### config.mk
export PLATFORM = sky130hd
export DESIGN_NAME = cpu_trace_lockstep_cmp_flat
export DESIGN_NICKNAME = d
export VERILOG_FILES = /design/src/rtl/cpu_trace_lockstep_cmp_if.sv /design/src/rtl/cpu_trace_lockstep_cmp.sv /design/src/flat_wrapper.sv
export SDC_FILE = /design/constraint.sdc
export NUM_CORES = 2
export LEC_CHECK = 0
export ABC_CLOCK_PERIOD_IN_PS = 12500
export BUFFER_PORTS_ARGS = -buffer_cell sky130_fd_sc_hd__buf_2
export CELL_PAD_IN_SITES_DETAIL_PLACEMENT = 0
export CELL_PAD_IN_SITES_GLOBAL_PLACEMENT = 1
export CORE_MARGIN = 3
export CORE_UTILIZATION = 53
export CTS_BUF_LIST = sky130_fd_sc_hd__clkbuf_8
export DETAILED_ROUTE_END_ITERATION = 6
export PLACE_DENSITY_LB_ADDON = 0.1
export SYNTH_ARGS = -nofsm -noshare
export SYNTH_HDL_FRONTEND = slang
export SYNTH_SLANG_ARGS = --single-unit
### constraint.sdc
create_clock -name i_clk -period 12.5 [get_ports i_clk]
set_clock_uncertainty 0.1 [all_clocks]
set_input_delay 2.5 -clock i_clk [delete_from_list [all_inputs] [get_ports i_clk]]
set_output_delay 2.5 -clock i_clk [all_outputs]
set_load 0.02 [all_outputs]
### src/rtl/cpu_trace_lockstep_cmp_if.sv
// rtl/cpu_trace_lockstep_cmp_if.sv - retire-trace push bus shared by reference and DUV sides
interface cpu_trace_lockstep_cmp_if #(
   parameter int NUM_CH = 6,
   parameter int DATA_W = 16
);
   logic                     ref_vld;
   logic [NUM_CH*DATA_W-1:0] ref_data;
   logic                     duv_vld;
   logic [NUM_CH*DATA_W-1:0] duv_data;

   modport master (output ref_vld, ref_data, duv_vld, duv_data);
   modport slave  (input  ref_vld, ref_data, duv_vld, duv_data);
endinterface

### src/rtl/cpu_trace_lockstep_cmp.sv
// rtl/cpu_trace_lockstep_cmp.sv - lockstep retire-trace checker with skew FIFOs
// Pairs ref/DUV records in retire order, compares under a channel mask, flags and captures errors.
module cpu_trace_lockstep_cmp #(
   parameter int NUM_CH       = 6,
   parameter int DATA_W       = 16,
   parameter int DEPTH        = 8,
   parameter int MAX_SKEW     = 64,
   parameter int CNT_W        = 32,
   parameter int STOP_ON_FAIL = 1
) (
   input  logic                       i_clk,
   input  logic                       i_rst,
   input  logic                       i_en,
   input  logic                       i_clr,
   input  logic [NUM_CH-1:0]          i_ch_mask,
   cpu_trace_lockstep_cmp_if.slave    i_trace,
   output logic [CNT_W-1:0]           o_cmp_count,
   output logic [CNT_W-1:0]           o_mism_count,
   output logic                       o_err_mismatch,
   output logic                       o_err_timeout,
   output logic                       o_err_overflow,
   output logic [CNT_W-1:0]           o_fail_idx,
   output logic [NUM_CH-1:0]          o_fail_ch,
   output logic [NUM_CH*DATA_W-1:0]   o_fail_ref,
   output logic [NUM_CH*DATA_W-1:0]   o_fail_duv,
   output logic                       o_halted
);
   localparam int REC_W = NUM_CH * DATA_W;
   localparam int PTR_W = $clog2(DEPTH);

   typedef enum logic [1:0] {ST_IDLE, ST_RUN, ST_HALT} state_t;

   state_t              r_state;
   logic [REC_W-1:0]    r_ref_mem [DEPTH];
   logic [REC_W-1:0]    r_duv_mem [DEPTH];
   logic [PTR_W:0]      r_ref_wp, r_ref_rp, r_duv_wp, r_duv_rp;
   logic [CNT_W-1:0]    r_skew, r_cmp_count, r_mism_count, r_fail_idx;
   logic                r_err_mismatch, r_err_timeout, r_err_overflow;
   logic [NUM_CH-1:0]   r_fail_ch;
   logic [REC_W-1:0]    r_fail_ref, r_fail_duv;

   logic                w_active, w_pop, w_mism, w_ovf, w_tmo, w_err_evt;
   logic                w_ref_empty, w_duv_empty, w_ref_full, w_duv_full;
   logic                w_ref_push_req, w_duv_push_req, w_ref_push, w_duv_push;
   logic                w_skew_inc;
   logic [CNT_W-1:0]    w_skew_next;
   logic [REC_W-1:0]    w_ref_head, w_duv_head;
   logic [NUM_CH-1:0]   w_diff;

   // Extra pointer MSB distinguishes full from empty when the index bits match.
   assign w_ref_empty = (r_ref_wp == r_ref_rp);
   assign w_duv_empty = (r_duv_wp == r_duv_rp);
   assign w_ref_full  = (r_ref_wp[PTR_W] != r_ref_rp[PTR_W]) &&
                        (r_ref_wp[PTR_W-1:0] == r_ref_rp[PTR_W-1:0]);
   assign w_duv_full  = (r_duv_wp[PTR_W] != r_duv_rp[PTR_W]) &&
                        (r_duv_wp[PTR_W-1:0] == r_duv_rp[PTR_W-1:0]);

   assign w_active       = (r_state == ST_RUN) && i_en;
   assign w_pop          = w_active && !w_ref_empty && !w_duv_empty;
   assign w_ref_push_req = w_active && i_trace.ref_vld;
   assign w_duv_push_req = w_active && i_trace.duv_vld;
   assign w_ref_push     = w_ref_push_req && (!w_ref_full || w_pop);
   assign w_duv_push     = w_duv_push_req && (!w_duv_full || w_pop);
   assign w_ovf          = (w_ref_push_req && !w_ref_push) || (w_duv_push_req && !w_duv_push);

   assign w_ref_head = r_ref_mem[r_ref_rp[PTR_W-1:0]];
   assign w_duv_head = r_duv_mem[r_duv_rp[PTR_W-1:0]];

   always_comb begin
      w_diff = '0;
      for (int k = 0; k < NUM_CH; k++) begin
         w_diff[k] = i_ch_mask[k] && (w_ref_head[k*DATA_W +: DATA_W] != w_duv_head[k*DATA_W +: DATA_W]);
      end
   end

   assign w_mism     = w_pop && (w_diff != '0);
   assign w_skew_inc = w_active && !w_pop && (w_ref_empty != w_duv_empty);

   always_comb begin
      w_skew_next = r_skew;
      if (w_pop || (w_ref_empty && w_duv_empty)) begin
         w_skew_next = '0;
      end else if (w_skew_inc && (r_skew != '1)) begin
         w_skew_next = r_skew + 1'b1;
      end
   end

   assign w_tmo     = w_skew_inc && (w_skew_next >= CNT_W'(MAX_SKEW));
   assign w_err_evt = w_mism || w_ovf || w_tmo;

   always_ff @(posedge i_clk) begin
      if (w_ref_push) r_ref_mem[r_ref_wp[PTR_W-1:0]] <= i_trace.ref_data;
      if (w_duv_push) r_duv_mem[r_duv_wp[PTR_W-1:0]] <= i_trace.duv_data;
   end

   always_ff @(posedge i_clk) begin
      if (i_rst || i_clr) begin
         r_state        <= ST_IDLE;
         r_ref_wp       <= '0;
         r_ref_rp       <= '0;
         r_duv_wp       <= '0;
         r_duv_rp       <= '0;
         r_skew         <= '0;
         r_cmp_count    <= '0;
         r_mism_count   <= '0;
         r_err_mismatch <= 1'b0;
         r_err_timeout  <= 1'b0;
         r_err_overflow <= 1'b0;
         r_fail_idx     <= '0;
         r_fail_ch      <= '0;
         r_fail_ref     <= '0;
         r_fail_duv     <= '0;
      end else begin
         case (r_state)
            ST_IDLE: if (i_en) r_state <= ST_RUN;
            ST_RUN: begin
               if (!i_en) r_state <= ST_IDLE;
               else if (w_err_evt && (STOP_ON_FAIL != 0)) r_state <= ST_HALT;
            end
            default: r_state <= ST_HALT;
         endcase

         if (w_ref_push) r_ref_wp <= r_ref_wp + 1'b1;
         if (w_duv_push) r_duv_wp <= r_duv_wp + 1'b1;

         if (w_pop) begin
            r_ref_rp <= r_ref_rp + 1'b1;
            r_duv_rp <= r_duv_rp + 1'b1;
            if (r_cmp_count != '1) r_cmp_count <= r_cmp_count + 1'b1;
         end

         // Capture only the first mismatch; r_err_mismatch doubles as the "already captured" marker.
         if (w_mism) begin
            r_err_mismatch <= 1'b1;
            if (r_mism_count != '1) r_mism_count <= r_mism_count + 1'b1;
            if (!r_err_mismatch) begin
               r_fail_idx <= r_cmp_count;
               r_fail_ch  <= w_diff;
               r_fail_ref <= w_ref_head;
               r_fail_duv <= w_duv_head;
            end
         end

         if (w_active) r_skew <= w_skew_next;
         if (w_ovf) r_err_overflow <= 1'b1;
         if (w_tmo) r_err_timeout  <= 1'b1;
      end
   end

   assign o_cmp_count    = r_cmp_count;
   assign o_mism_count   = r_mism_count;
   assign o_err_mismatch = r_err_mismatch;
   assign o_err_timeout  = r_err_timeout;
   assign o_err_overflow = r_err_overflow;
   assign o_fail_idx     = r_fail_idx;
   assign o_fail_ch      = r_fail_ch;
   assign o_fail_ref     = r_fail_ref;
   assign o_fail_duv     = r_fail_duv;
   assign o_halted       = (r_state == ST_HALT);
endmodule

### src/flat_wrapper.sv
// flat-port wrapper written by rule: the top's interface ports become plain ports
module cpu_trace_lockstep_cmp_flat 
#(
   parameter int NUM_CH       = 6,
   parameter int DATA_W       = 16,
   parameter int DEPTH        = 8,
   parameter int MAX_SKEW     = 64,
   parameter int CNT_W        = 32,
   parameter int STOP_ON_FAIL = 1
)
  (i_clk, i_rst, i_en, i_clr, i_ch_mask, o_cmp_count, o_mism_count, o_err_mismatch, o_err_timeout, o_err_overflow, o_fail_idx, o_fail_ch, o_fail_ref, o_fail_duv, o_halted, i_trace_ref_vld, i_trace_ref_data, i_trace_duv_vld, i_trace_duv_data);
  cpu_trace_lockstep_cmp_if #(.NUM_CH(NUM_CH), .DATA_W(DATA_W)) i_trace_i ();
  input  logic i_clk;
  input  logic i_rst;
  input  logic i_en;
  input  logic i_clr;
  input  logic [NUM_CH-1:0] i_ch_mask;
  output logic [CNT_W-1:0] o_cmp_count;
  output logic [CNT_W-1:0] o_mism_count;
  output logic o_err_mismatch;
  output logic o_err_timeout;
  output logic o_err_overflow;
  output logic [CNT_W-1:0] o_fail_idx;
  output logic [NUM_CH-1:0] o_fail_ch;
  output logic [NUM_CH*DATA_W-1:0] o_fail_ref;
  output logic [NUM_CH*DATA_W-1:0] o_fail_duv;
  output logic o_halted;
  input wire logic [$bits(i_trace_i.ref_vld)-1:0] i_trace_ref_vld;
  input wire logic [$bits(i_trace_i.ref_data)-1:0] i_trace_ref_data;
  input wire logic [$bits(i_trace_i.duv_vld)-1:0] i_trace_duv_vld;
  input wire logic [$bits(i_trace_i.duv_data)-1:0] i_trace_duv_data;
  assign i_trace_i.ref_vld = i_trace_ref_vld;
  assign i_trace_i.ref_data = i_trace_ref_data;
  assign i_trace_i.duv_vld = i_trace_duv_vld;
  assign i_trace_i.duv_data = i_trace_duv_data;
  cpu_trace_lockstep_cmp #(.NUM_CH(NUM_CH), .DATA_W(DATA_W), .DEPTH(DEPTH), .MAX_SKEW(MAX_SKEW), .CNT_W(CNT_W), .STOP_ON_FAIL(STOP_ON_FAIL)) u_core (.i_clk(i_clk), .i_rst(i_rst), .i_en(i_en), .i_clr(i_clr), .i_ch_mask(i_ch_mask), .i_trace(i_trace_i), .o_cmp_count(o_cmp_count), .o_mism_count(o_mism_count), .o_err_mismatch(o_err_mismatch), .o_err_timeout(o_err_timeout), .o_err_overflow(o_err_overflow), .o_fail_idx(o_fail_idx), .o_fail_ch(o_fail_ch), .o_fail_ref(o_fail_ref), .o_fail_duv(o_fail_duv), .o_halted(o_halted));
endmodule
; Word level (Yosys, flattened, before mapping)
; Memory sizes are Yosys's and may differ from the RTL's. A register that Yosys moved wholly into a read port is not among the register bits.
; Cells that the tools add are included.
[classes]
n_div = 0
add_sub_neg = 7
reduce_logical = 43
shifts = 0
n_mux = 14
mul = 0
order_cmp = 1
eq_ne = 20
bitwise_logic = 1
[ops]
columns = cell, n
row1 = 32-bit by 1-bit adder with 32-bit output (second input constant), 3
row2 = 16-bit != test, 6
row3 = 32-bit != test (second input constant), 3
row4 = 32-bit two-way mux, 2
row5 = 32-bit by 7-bit greater-or-equal comparator with 1-bit output (second input constant), 1
row6 = 1-bit logical AND, 23
row7 = 4-bit by 1-bit adder with 4-bit output (second input constant), 4
row8 = 3-bit two-way mux, 4
row9 = 4-bit equality test, 2
row10 = 2-bit AND reduction, 4
row11 = 1-bit zero test, 7
row12 = 1-bit logical OR, 7
row13 = 3-bit equality test, 2
row14 = 2-bit two-way mux, 3
row15 = 6-bit nonzero test, 1
row16 = 1-bit two-way mux, 4
row17 = 2-bit case mux with 2 select lines, 1
row18 = 1-bit != test, 3
row19 = 3-bit by 2-bit != test with 1-bit output (second input constant), 1
row20 = 2-bit by 1-bit equality test with 1-bit output (second input constant), 1
row21 = 2-bit equality test (second input constant), 1
row22 = 2-bit zero test, 1
row23 = 2-bit != test (second input constant), 1
row24 = 1-bit inverter, 1
[word_totals]
ramBits = 1536
latch_bits = 0
in_bits = 204
rom_bits = 0
n_memories = 2
ff_bits = 347
[mem_list]
columns = name, depth, width, rd, rd_ports_with_merged_regs, wr, line_no
row1 = u_core.r_duv_mem, 8, 96, 1, 1, 1, cpu_trace_lockstep_cmp.sv:35  ; logic [REC_W-1:0] r_duv_mem [DEPTH];
row2 = u_core.r_ref_mem, 8, 96, 1, 1, 1, cpu_trace_lockstep_cmp.sv:34  ; logic [REC_W-1:0] r_ref_mem [DEPTH];

; Depth between registers and ports, before layout
[logic_depth]
depth_word = 16
mapped_depth = 17
mapped_depth_nobuf = 11

; Worst setup path after synthesis
; Ideal clock, no wire load.
[synth_path]
kind = input port to flip-flop
startpoint = input i_en
endpoint = memory u_core.r_ref_mem[2][0] (netlist bit), enable pin
setup_time_ns = 0.688
stages = 6
slack_ns = 1.223
arrival_ns = 10.489
path_cell_list = inv_1 -> nor3b_1 -> clkbuf_1 -> o311a_1 -> nand2b_1 -> nor3b_1
[synth_between]
elab_chain_cells = 7
word_cells_on_any_way = 8
classes_between = mux (2) / reduce/logical (6)
[synth_rtl]
columns = item, line_no
row1 = "start, declared", flat_wrapper.sv:15  ; input logic i_en;
row2 = 1-bit logical AND *, cpu_trace_lockstep_cmp.sv:58  ; assign w_active = (r_state == ST_RUN) && i_en;
row3 = 1-bit logical AND (2 in series), cpu_trace_lockstep_cmp.sv:59  ; assign w_pop = w_active && !w_ref_empty && !w_duv_empty;
row4 = 1-bit logical OR, cpu_trace_lockstep_cmp.sv:62  ; assign w_ref_push = w_ref_push_req && (!w_ref_full || w_pop);
row5 = 1-bit logical AND *, cpu_trace_lockstep_cmp.sv:62
row6 = 1-bit two-way mux *, cpu_trace_lockstep_cmp.sv:92  ; if (w_ref_push) r_ref_mem[r_ref_wp[PTR_W-1:0]] <= i_trace.ref_data;
row7 = 1-bit two-way mux (implied by the code) *, cpu_trace_lockstep_cmp.sv:92
row8 = "end, declared", cpu_trace_lockstep_cmp.sv:34
; Mark *: on every way between the ends. The rest lies on a longest branch, timed or not.

==> impl_metrics.tcl <==
set metrics [dict create \
    tns_ps 0 \
    cp.arrival_ps 8200 \
    critPathCaptureType "flop" \
    r2r_setup_slack_ps 5010 \
    clockBufferDepth 4 \
    hold_class "flop to flop" \
    synth_edf_count 1536 \
    die_h_um 378.5 \
    drive_gt1_share_pct 23.74 \
    switching_power_mw 2.462 \
    num_vias 41380 \
    p_int_mw 9.427 \
    clk_root_buffer_cell "clkbuf_8" \
    holdPathStages 2 \
    r2r_cells 15 \
    peakVddDrop_mv 0.09522 \
    insertion_delay_ps 990 \
    crit_path_max_fanout 189 \
    clock-sinks 1889 \
    clk_pin_slew_worst_paths_ps 60 \
    start_util_pct 53.41 \
    hold_buffers 0 \
    postCtsSetupBuffers 0 \
    p_per_area_nw_per_um2 142.8 \
    antenna_found_initial 60 \
    multi_input_area_um2 18870 \
    core_area_um2 137700 \
    slew_violations 0 \
    power.leakage_nw 26.81 \
    io_buffers 501 \
    synthesis.nets 4624 \
    post-route-util_pct 60.46 \
    wire_per_inst_um 27.94 \
    ys_seq_elements 1889 \
    synth_area_leaders "edfxtp_1, dfxtp_1, mux4_2" \
    worst_slew_pin_slew_ps 1229 \
    drc 0 \
    grt_overflow_total 0 \
    drv_cap 0 \
    grt_pass1_vias 39850 \
    cts_resized 0 \
    rsz0062_at_grt "false" \
    hold_viol 0 \
    status "finished clean" \
    grt_use_total_pct 27.28 \
    vias_per_cell 5.853 \
    synthArstFlopShare_pct 0 \
    drt_iter0_drc 3342 \
    ios 502 \
    p_total_mw 11.89 \
    seq_area_um2 53210 \
    period_minus_slack_ps 7495 \
    relSlewSlack_pct 18.10 \
    synth_cells 4413 \
    place_congestion 0.8346 \
    die_area_um2 143200 \
    wl_um 197500 \
    synth.distinct_cells 70 \
    layout.nets 5244 \
    swShare_pct 20.71 \
    power_frac_seq_pct 57.2 \
    yosysTopAreaCellShare_pct 62.73 \
    fmax_mhz 133.4 \
    yosysWarningCount 0 \
    yosysTopAreaCell "edfxtp_1" \
    cp-start-kind "flop" \
    ys_seq_area_share_pct 72.34 \
    grt_pass1_wl_um 280400 \
    cts_made_buffers 322 \
    synthToLayoutAreaGrowth_pct 13.20 \
    worst-setup-path-type "flop to flop" \
    die_x_um 378.5 \
    fill_cells 10410 \
    synth_area_per_cell_um2 16.66 \
    detail-route-antenna-nets 0 \
    htreeDepth 5 \
    dr.pass1.iters 6 \
    required_ps 13200 \
    synth_ff_type "edfxtp_1" \
    period_share_pct 59.96 \
    grt_max_degree 190 \
    clockPowerShare_pct 41.5 \
    post-dp-hpwl_um 123500 \
    netlist_area_um2 73520 \
    rows 136 \
    pwr-share-comb_pct 1.3 \
    setup_viol 0 \
    cts_tree "yes" \
]
-- power groups by stage --
stage	sequential, mW	clock, mW	combinational [mW]
final	6.80	4.93	0.160
after floorplan	6.94	0	0.0461
after global placement	6.93	0	0.155
after detailed placement	6.93	0	0.161
after CTS	6.80	5.05	0.161
after global routing	6.80	5.32	0.175
-- per-layer routing --
metal | vias to the layer above | global-route usage, % | share of wire [%]
li1 | 18680 | - | -
met1 | 20790 | 35.53 | 40
met2 | 1534 | 43.50 | 48
met3 | 364 | 9.773 | 10
met4 | 18 | 7.550 | 2.5
met5 | - | 0 | 0.055
-- cell usage in the layout, fill, tap and decap left out, drive strengths merged, types with 58 or more instances in the layout --
cell type / instances
xnor2: 126
clkinv: 64
nand3: 110
a211oi: 173
mux4: 206
nor2: 271
dfxtp: 353
mux2i: 426
inv: 150
nand4: 58
buf: 574
edfxtp: 1536
o21ai: 108
nand2: 205
clkbuf: 349
a22oi: 130
-- final cells by class --
class / count / share of cell area [%]
Antenna cell: 19 / 0.05713
Inverter: 21 / 0.09471
Timing Repair Buffer: 574 / 3.743
Multi-Input combinational cell: 2225 / 22.67
Clock inverter: 199 / 1.027
Clock buffer: 349 / 5.771
Sequential cell: 1889 / 63.94
Tap cell: 1794 / 2.697
-- per-stage QoR --
| step | worst slack, ps | instances | hold WS, ps | cell area [um^2] |
|---|---|---|---|---|
| 2_1_floorplan | 1223 | 4413 | 358.0 | 73520 |
| 3_3_place_gp | 5241 | 6502 | 341.0 | 77520 |
| 3_5_place_dp | 5136 | 6503 | 349.3 | 77520 |
| 4_1_cts | 5103 | 7051 | 356.6 | 83180 |
| 5_1_grt | 4636 | 7057 | 374.2 | 83200 |
| 6_report | 5005 | 7070 | 352.6 | 83230 |
-- worst paths after layout --
check,start,endpoint
worst max-delay path,flop,u_core.o_fail_duv[44]$_SDFFE_PP0P_
worst min-delay path,u_core.o_fail_idx[17]$_SDFFE_PP0P_,u_core.o_fail_idx[17]$_SDFFE_PP0P_
worst max register to register,flop,u_core.o_fail_duv[44]$_SDFFE_PP0P_
worst min register to register,u_core.o_fail_idx[17]$_SDFFE_PP0P_,u_core.o_fail_idx[17]$_SDFFE_PP0P_
-- Yosys cell counts (all sizes together) (3+ instances only) --
library cell  count
edfxtp         1536
mux2i           426
dfxtp           353
nor2            271
mux4            206
nand2           205
a211oi          173
buf             173
a22oi           130
xnor2           126
nand3           110
o21ai           108
clkbuf          105
nand4            58
a21oi            50
mux2             37
a221oi           33
xor2             31
nor3             26
inv              21
or3              21
o22ai            20
a31oi            17
nor4             16
and4             15
and3             13
or4              13
nor3b            11
and2              9
o31ai             9
nor2b             8
a31o              7
ha                7
o211ai            7
o41ai             7
nand2b            6
o311ai            6
o41a              6
o31a              5
or2               5
nand3b            4
o21a              4
a21o              3
-- critical path, cell delays in order, from the launching register on --
cell,delay (ps)
dfxtp_4,980
buf_4,740
buf_4,810
mux4_2,360
nor2_1,40
a221oi_1,540
xnor2_1,190
nand4_1,190
o41a_1,470
nor4_4,850
a211oi_4,120
buf_4,360
buf_12,320
buf_4,590
nand3_1,230
o21ai_0,110
-- kinds of logic (layout without fill, tap and decap cells) --
logic type,count (synthesis),count (layout),share of synthesized area [%]
multiplexers,669,669,12.69
AND/OR/NAND/NOR,796,796,5.098
adder cells (fa/ha/maj),7,7,0.1191
buffers and inverters,299,1143,2.200
AO/OA/AOI/OAI,596,596,5.675
flip-flops,1889,1889,72.34
other,0,19,0
XOR/XNOR,157,157,1.870
-- state kept, by name, summed over array words and instances, names as in the netlist, 2 cells and up, named ones only --
signal	count
u_core.r_ref_rp	4
u_core.o_fail_duv	96
u_core.o_mism_count	32
u_core.r_duv_rp	4
u_core.r_duv_wp	4
u_core.r_ref_mem	768
u_core.r_ref_wp	4
u_core.r_state	2
u_core.o_cmp_count	32
u_core.o_fail_ch	6
u_core.r_duv_mem	768
u_core.r_skew	32
u_core.o_fail_ref	96
u_core.o_fail_idx	32
(Power assumes the default switching activity.)
